$ cat src/rtl/seg_scan_timer_if.sv
// Control and display-select bundle between a seg_scan_timer and its owner.
// The owner programs the divider, and the timer returns the strobe, the square wave and the digit select.
interface seg_scan_timer_if #(
   parameter int CNT_WIDTH  = 16,
   parameter int NUM_DIGITS = 4,
   parameter int IDX_WIDTH  = 2
);
   logic                  enable;
   logic                  div_load;
   logic [CNT_WIDTH-1:0]  div_value;
   logic                  tick;
   logic                  clk_out;
   logic [IDX_WIDTH-1:0]  digit_idx;
   logic [NUM_DIGITS-1:0] anode;

   modport master (
      output enable, div_load, div_value,
      input  tick, clk_out, digit_idx, anode
   );

   modport slave (
      input  enable, div_load, div_value,
      output tick, clk_out, digit_idx, anode
   );
endinterface

$ cat src/rtl/seg_scan_timer.sv
// Programmable refresh divider for a multiplexed seven-segment display.
// It produces a tick strobe, a 50% square wave and a rotating active-low anode select.
module seg_scan_timer #(
   parameter int CNT_WIDTH   = 16,
   parameter int DEFAULT_DIV = 49999,
   parameter int NUM_DIGITS  = 4,
   parameter int IDX_WIDTH   = 2
) (
   input  logic             clk,
   input  logic             reset,
   seg_scan_timer_if.slave  bus
);

   logic [CNT_WIDTH-1:0] count_q, count_d;
   logic [CNT_WIDTH-1:0] div_q, div_d;
   logic                 tick_q, tick_d;
   logic                 clk_out_q, clk_out_d;
   logic [IDX_WIDTH-1:0] digit_q, digit_d;

   always_comb begin
      // NOTE: every _d gets a hold value first so that no path through the if-chain infers a latch.
      count_d   = count_q;
      div_d     = div_q;
      tick_d    = 1'b0;
      clk_out_d = clk_out_q;
      digit_d   = digit_q;

      if (bus.div_load) begin
         div_d   = bus.div_value;
         count_d = '0;
      end else if (bus.enable) begin
         if (count_q == div_q) begin
            count_d   = '0;
            tick_d    = 1'b1;
            clk_out_d = ~clk_out_q;
            // Explicit wrap keeps the index legal when NUM_DIGITS is not a power of two.
            if (digit_q == IDX_WIDTH'(NUM_DIGITS - 1)) digit_d = '0;
            else                                       digit_d = digit_q + IDX_WIDTH'(1);
         end else begin
            count_d = count_q + CNT_WIDTH'(1);
         end
      end
   end

   always_ff @(posedge clk) begin
      if (!reset) begin
         count_q   <= '0;
         div_q     <= CNT_WIDTH'(DEFAULT_DIV);
         tick_q    <= 1'b0;
         clk_out_q <= 1'b0;
         digit_q   <= '0;
      end else begin
         count_q   <= count_d;
         div_q     <= div_d;
         tick_q    <= tick_d;
         clk_out_q <= clk_out_d;
         digit_q   <= digit_d;
      end
   end

   always_comb begin
      for (int i = 0; i < NUM_DIGITS; i++) begin
         bus.anode[i] = (digit_q != IDX_WIDTH'(i));
      end
   end

   assign bus.tick      = tick_q;
   assign bus.clk_out   = clk_out_q;
   assign bus.digit_idx = digit_q;

endmodule

$ cat src/flat_wrapper.sv
// flat-port wrapper written by rule: the top's interface ports become plain ports
module seg_scan_timer_flat 
#(
   parameter int CNT_WIDTH   = 16,
   parameter int DEFAULT_DIV = 49999,
   parameter int NUM_DIGITS  = 4,
   parameter int IDX_WIDTH   = 2
)
  (clk, reset, bus_enable, bus_div_load, bus_div_value, bus_tick, bus_clk_out, bus_digit_idx, bus_anode);
  seg_scan_timer_if #(.CNT_WIDTH(CNT_WIDTH), .NUM_DIGITS(NUM_DIGITS), .IDX_WIDTH(IDX_WIDTH)) bus_i ();
  input  logic clk;
  input  logic reset;
  input wire logic [$bits(bus_i.enable)-1:0] bus_enable;
  input wire logic [$bits(bus_i.div_load)-1:0] bus_div_load;
  input wire logic [$bits(bus_i.div_value)-1:0] bus_div_value;
  output wire logic [$bits(bus_i.tick)-1:0] bus_tick;
  output wire logic [$bits(bus_i.clk_out)-1:0] bus_clk_out;
  output wire logic [$bits(bus_i.digit_idx)-1:0] bus_digit_idx;
  output wire logic [$bits(bus_i.anode)-1:0] bus_anode;
  assign bus_i.enable = bus_enable;
  assign bus_i.div_load = bus_div_load;
  assign bus_i.div_value = bus_div_value;
  assign bus_tick = bus_i.tick;
  assign bus_clk_out = bus_i.clk_out;
  assign bus_digit_idx = bus_i.digit_idx;
  assign bus_anode = bus_i.anode;
  seg_scan_timer #(.CNT_WIDTH(CNT_WIDTH), .DEFAULT_DIV(DEFAULT_DIV), .NUM_DIGITS(NUM_DIGITS), .IDX_WIDTH(IDX_WIDTH)) u_core (.clk(clk), .reset(reset), .bus(bus_i));
endmodule
$ cat config.mk
export PLATFORM = sky130hd
export DESIGN_NAME = seg_scan_timer_flat
export DESIGN_NICKNAME = d
export VERILOG_FILES = /design/src/rtl/seg_scan_timer_if.sv /design/src/rtl/seg_scan_timer.sv /design/src/flat_wrapper.sv
export SDC_FILE = /design/constraint.sdc
export NUM_CORES = 1
export LEC_CHECK = 0
export BUFFER_PORTS_ARGS = -buffer_cell sky130_fd_sc_hd__buf_2
export CORE_ASPECT_RATIO = 0.9
export CORE_MARGIN = 3
export CORE_UTILIZATION = 52
export CTS_BUF_LIST = sky130_fd_sc_hd__clkbuf_8
export CTS_CLUSTER_SIZE = 8
export DETAILED_ROUTE_END_ITERATION = 8
export HOLD_SLACK_MARGIN = 0.15
export PLACE_DENSITY = 0.78
export SLEW_MARGIN = 20
export SYNTH_ARGS = -nofsm -noshare
export SYNTH_HDL_FRONTEND = slang
export SYNTH_SLANG_ARGS = --single-unit
$ cat constraint.sdc
create_clock -name clk -period 1.6 [get_ports clk]
set_clock_uncertainty 0.15 [all_clocks]
set_input_delay 0.08 -clock clk [delete_from_list [all_inputs] [get_ports clk]]
set_output_delay 0.08 -clock clk [all_outputs]
set_load 0.005 [all_outputs]
==> out/metrics.cfg, run 1 <==
[outcome]
outcome=aborted with a tool error
lastStage=global routing
error_line=[ERROR DPL-0038] Utilization greater than 100%, impossible to legalize

[logic_synthesis]
synth.top_cells.by_area=dfxtp_1, mux2i_1, xor2_1
yosys.area.top_type=dfxtp_1
yosysSeqAreaShare=0.4331
yosysMostFrequentCell=dfxtp_1
syn_area_per_cell_sq_um=9.143
syn-cell-area_sq_um=1664
synth_cells=182
ys_warn_count=0
synth_top_area_share=0.4331
synth_flop_cell=dfxtp_1
synthTopCellsByCount=dfxtp_1, nor2_1, mux2i_1, nand2_1, xor2_1
synth_cell_types=27
synth_edf_count=0
synthArstFlopShare=0
ys_ff_latch=36
syn_nets=207

[clock_network]
cts_sinks=36
cts.path.max_buffers=2
cts-buffers-inserted=5
cts_htree_levels=2
clock-root-buffer=clkbuf_8

[floorplan]
io_pins=28
floorplan.initialDensity=0.5728
die_h_um=59.67
fp.dieW_um=65.63
num_rows=18

[place]
hpwl_mm=3.077
finalWeightedCongestion=0.7619
dpl_cell_area_sq_um=2093
preCtsSetupSlack_ns=-0.2930
io_buffers=27

[sta]
grt-worst-endpoint=u_core.bus.digit_idx[0]$_SDFFE_PN0P_/D
endpoint_type=sequential cell input

[grt]
grt_max_degree=12

## per-stage QoR
stage,setup TNS [ns],cells
CTS,-2.314,326
detailed placement,-2.837,277
global placement,-2.123,277
floorplan,-0.5090,182
## cell families after synthesis
logic type | Yosys count | share of synthesized area
simple gates | 71 | 0.1993
buf+inv | 15 | 0.03684
mux | 17 | 0.1023
fa+ha+maj | 5 | 0.03759
compound gates | 7 | 0.02330
flops | 36 | 0.4331
xor+xnor | 31 | 0.1677
## repair_timing
action | 4_1_cts
pin swaps | 28
buffers inserted | 19
hold endpoints to repair | 22
gates resized for setup | 41
hold buffers | 35
endpoints found under the setup margin | 20
==> run 2, diff against run 1 <==
--- a/config.mk
+++ b/config.mk
@@ -6,14 +6,10 @@
 export NUM_CORES = 1
 export LEC_CHECK = 0
 export BUFFER_PORTS_ARGS = -buffer_cell sky130_fd_sc_hd__buf_2
-export CORE_ASPECT_RATIO = 0.9
 export CORE_MARGIN = 3
-export CORE_UTILIZATION = 52
-export CTS_BUF_LIST = sky130_fd_sc_hd__clkbuf_8
-export CTS_CLUSTER_SIZE = 8
+export CORE_UTILIZATION = 40
 export DETAILED_ROUTE_END_ITERATION = 8
-export HOLD_SLACK_MARGIN = 0.15
-export PLACE_DENSITY = 0.78
+export PLACE_DENSITY_LB_ADDON = 0.15
 export SLEW_MARGIN = 20
 export SYNTH_ARGS = -nofsm -noshare
 export SYNTH_HDL_FRONTEND = slang
==> constraint.sdc (replaced) <==
create_clock -name clk -period 2.1 [get_ports clk]
set_clock_uncertainty 0.15 [all_clocks]
set_input_delay 0.105 -clock clk [delete_from_list [all_inputs] [get_ports clk]]
set_output_delay 0.105 -clock clk [all_outputs]
set_load 0.005 [all_outputs]
==> run 2 against run 1 <==
Effect of this change: the run now ends clean; synthesized cell count did not move; synthesized area did not move.
==> out/metrics.cfg, run 2 <==
[logic_synthesis]
synth_cell_types=27  ; unchanged
yosys.area.top_type=dfxtp_1  ; unchanged
synth_xor_area_frac=0.1677  ; unchanged
synthSimpleGateAreaFrac=0.1992  ; unchanged
synth_edf_count=0  ; unchanged
synthTopCellsByCount=dfxtp_1, nor2_1, mux2i_1, nand2_1, xor2_1  ; unchanged
syn_nets=207  ; unchanged
yosysMostFrequentCell=dfxtp_1  ; unchanged
synth-compound-area-share=0.02331  ; unchanged
synth_cells=182  ; unchanged
synth_flop_cell=dfxtp_1  ; unchanged
synth_fa_ha_area_frac=0.03759  ; unchanged
synth_top_family_by_area=simple AND/OR/NAND/NOR gates  ; unchanged
ys_warn_count=0  ; unchanged
synth.top_cells.by_area=dfxtp_1, mux2i_1, xor2_1  ; unchanged
synthArstFlopShare=0  ; unchanged
yosys-mux-area-fraction=0.1023  ; unchanged
yosysSeqAreaShare=0.4331  ; unchanged
syn-cell-area_sq_um=1664  ; unchanged
syn_area_per_cell_sq_um=9.143  ; unchanged
ys_ff_latch=36  ; unchanged
synth_top_area_share=0.4331  ; unchanged

[clock_network]
cts_setup_buffers=0  ; was 19
cts-buffers-inserted=5  ; unchanged
cts_tree=built
clock-root-buffer=clkbuf_8  ; unchanged
cts.clk_slew.worst_paths_ns=0.07
cts.path.max_buffers=2  ; unchanged
cts_sinks=36  ; unchanged
post_cts_resized=0  ; was 41
cts_hold_buf=25  ; was 35
cts_htree_levels=2  ; unchanged
clock_latency_ns=0.29

[outcome]
outcome=finished clean  ; was aborted with a tool error

[sta]
period_share=0.9114
hold_violations=0
finalSetupViolCount=0
rsz0062_at_grt=no
drv_slew=0
tns_ns=0
period_minus_slack_ns=1.914
holdWs_ns=0.05386
clock.fmax_mhz=522.5
maxSlewHeadroom=0.6445
tightest_slew_ns=0.5333

[detailed_routing]
num_vias=1393
wl_mm=3.645
drcViolationCount=0
post_drt_via_cell_ratio=4.922
drtIter0Drc=68
detail-route-antenna-nets=0
drt_first_pass_iters=5
wl_per_cell_um=12.88

[floorplan]
core_sq_um=3826
fp.dieW_um=70.50  ; was 65.63 um
floorplan.initialDensity=0.4349  ; was 0.5728
io_pins=28  ; unchanged
die_h_um=70.50  ; was 59.67 um
num_rows=22  ; was 18
dieArea_sq_um=4970

[final_layout]
area_growth_pct=30.75
diodes=0
mostFrequentLayoutCells=dfxtp_1, nor2_1, buf_2, dlygate4sd3_1
final_common_cell=dfxtp_1
finalNetCount=260
post-route-util=0.5687
drive_above_1_share=0.1574

[run]
drv_cap=0

[grt]
grt_max_degree=20
grt_util_all_layers=0.1647
grt-ovfl-total=0
antenna_found_initial=0
grt_pass1_vias=1396
grt_pass1_wl_mm=6.327

[critical_path]
crit_type=reg2reg
crit_path_max_fanout=5
start_kind=register
crit_required_ns=2.17
end_kind=register
crit_arrival_ns=1.98

[place]
hpwl_mm=2.507  ; was 3.077 mm
finalWeightedCongestion=0.7682  ; was 0.7619
io_buffers=27  ; unchanged

[min_path]
hold_path_class=in2reg

[power_and_ir_drop]
powerDensity_nw_per_um2=602.2
ir_drop_v=0.0003474
p_leak_nw=0.8910

[run 2: cell counts after synthesis]
Identical to the previous run, type by type.
[run 2: path summary, 6_finish.rpt]
kind / to / cells after the start / slack [ns] / from
max: u_core.bus.digit_idx[0] / 5 / 0.19 / u_core.count_q[13]
min: u_core.count_q[0] / 3 / 0.05 / bus_enable
max reg2reg: u_core.bus.digit_idx[0] / 5 / 0.19 / u_core.count_q[13]
min reg2reg: u_core.bus.clk_out / 2 / 0.34 / u_core.bus.clk_out
[run 2: report_power, final]
group / total, W / switching [W] / leakage [nW] / internal (W)
clock network: 0.000457 / 0.000232 / 0.0410 / 0.000225
logic: 0.000134 / 0.0000536 / 0.556 / 0.0000800
registers: 0.000719 / 0.0000168 / 0.294 / 0.000703
total: 0.00131 / 0.000302 / 0.891 / 0.00101
[run 2: logic make-up (layout without fill, tap and decap cells)]
logic type | after synthesis | after routing
buffers and inverters | 15 | 68
flip-flops | 36 | 36
adder cells (fa/ha/maj) | 5 | 5
AO/OA/AOI/OAI | 7 | 7
multiplexers | 17 | 17
AND/OR/NAND/NOR | 71 | 71
XOR/XNOR | 31 | 31
[run 2: cell type report]
class,count,area [sq um]
Clock inverter,1,5.005
Clock buffer,6,72.57
Tap cell,48,60.06
Multi-Input combinational cell,131,882.1
Timing Repair Buffer,53,405.4
Fill cell,337,1650
Inverter,8,30.03
Sequential cell,36,720.7
[run 2: worst max-delay path, cell delays in order (launching register included)]
cell	delay [ns]
dfxtp_1	0.41
xnor2_1	0.14
nand3_1	0.12
or3_4	0.40
or4_1	0.47
a21oi_1	0.15
[run 2: per-stage QoR]
step                std cells  power (W)  area, sq um  setup slack [ns]
global route              283   0.001379         2176          0.004217
floorplan                 182  0.0007939         1664            0.3186
CTS                       283   0.001324         2176            0.1643
finish                    283   0.001310         2176            0.1861
detailed placement        251  0.0008297         1848            0.1880
global placement          251  0.0008265         1848            0.2587
[run 2: routing by layer]
layer	part of all wire	up-vias	global-route usage
li1	-	707	-
met1	0.44	646	0.1944
met2	0.49	30	0.2682
met3	0.045	10	0.06043
met4	0.026	0	0.07021
met5	0	-	0
Power figures use the tool's default switching activity.
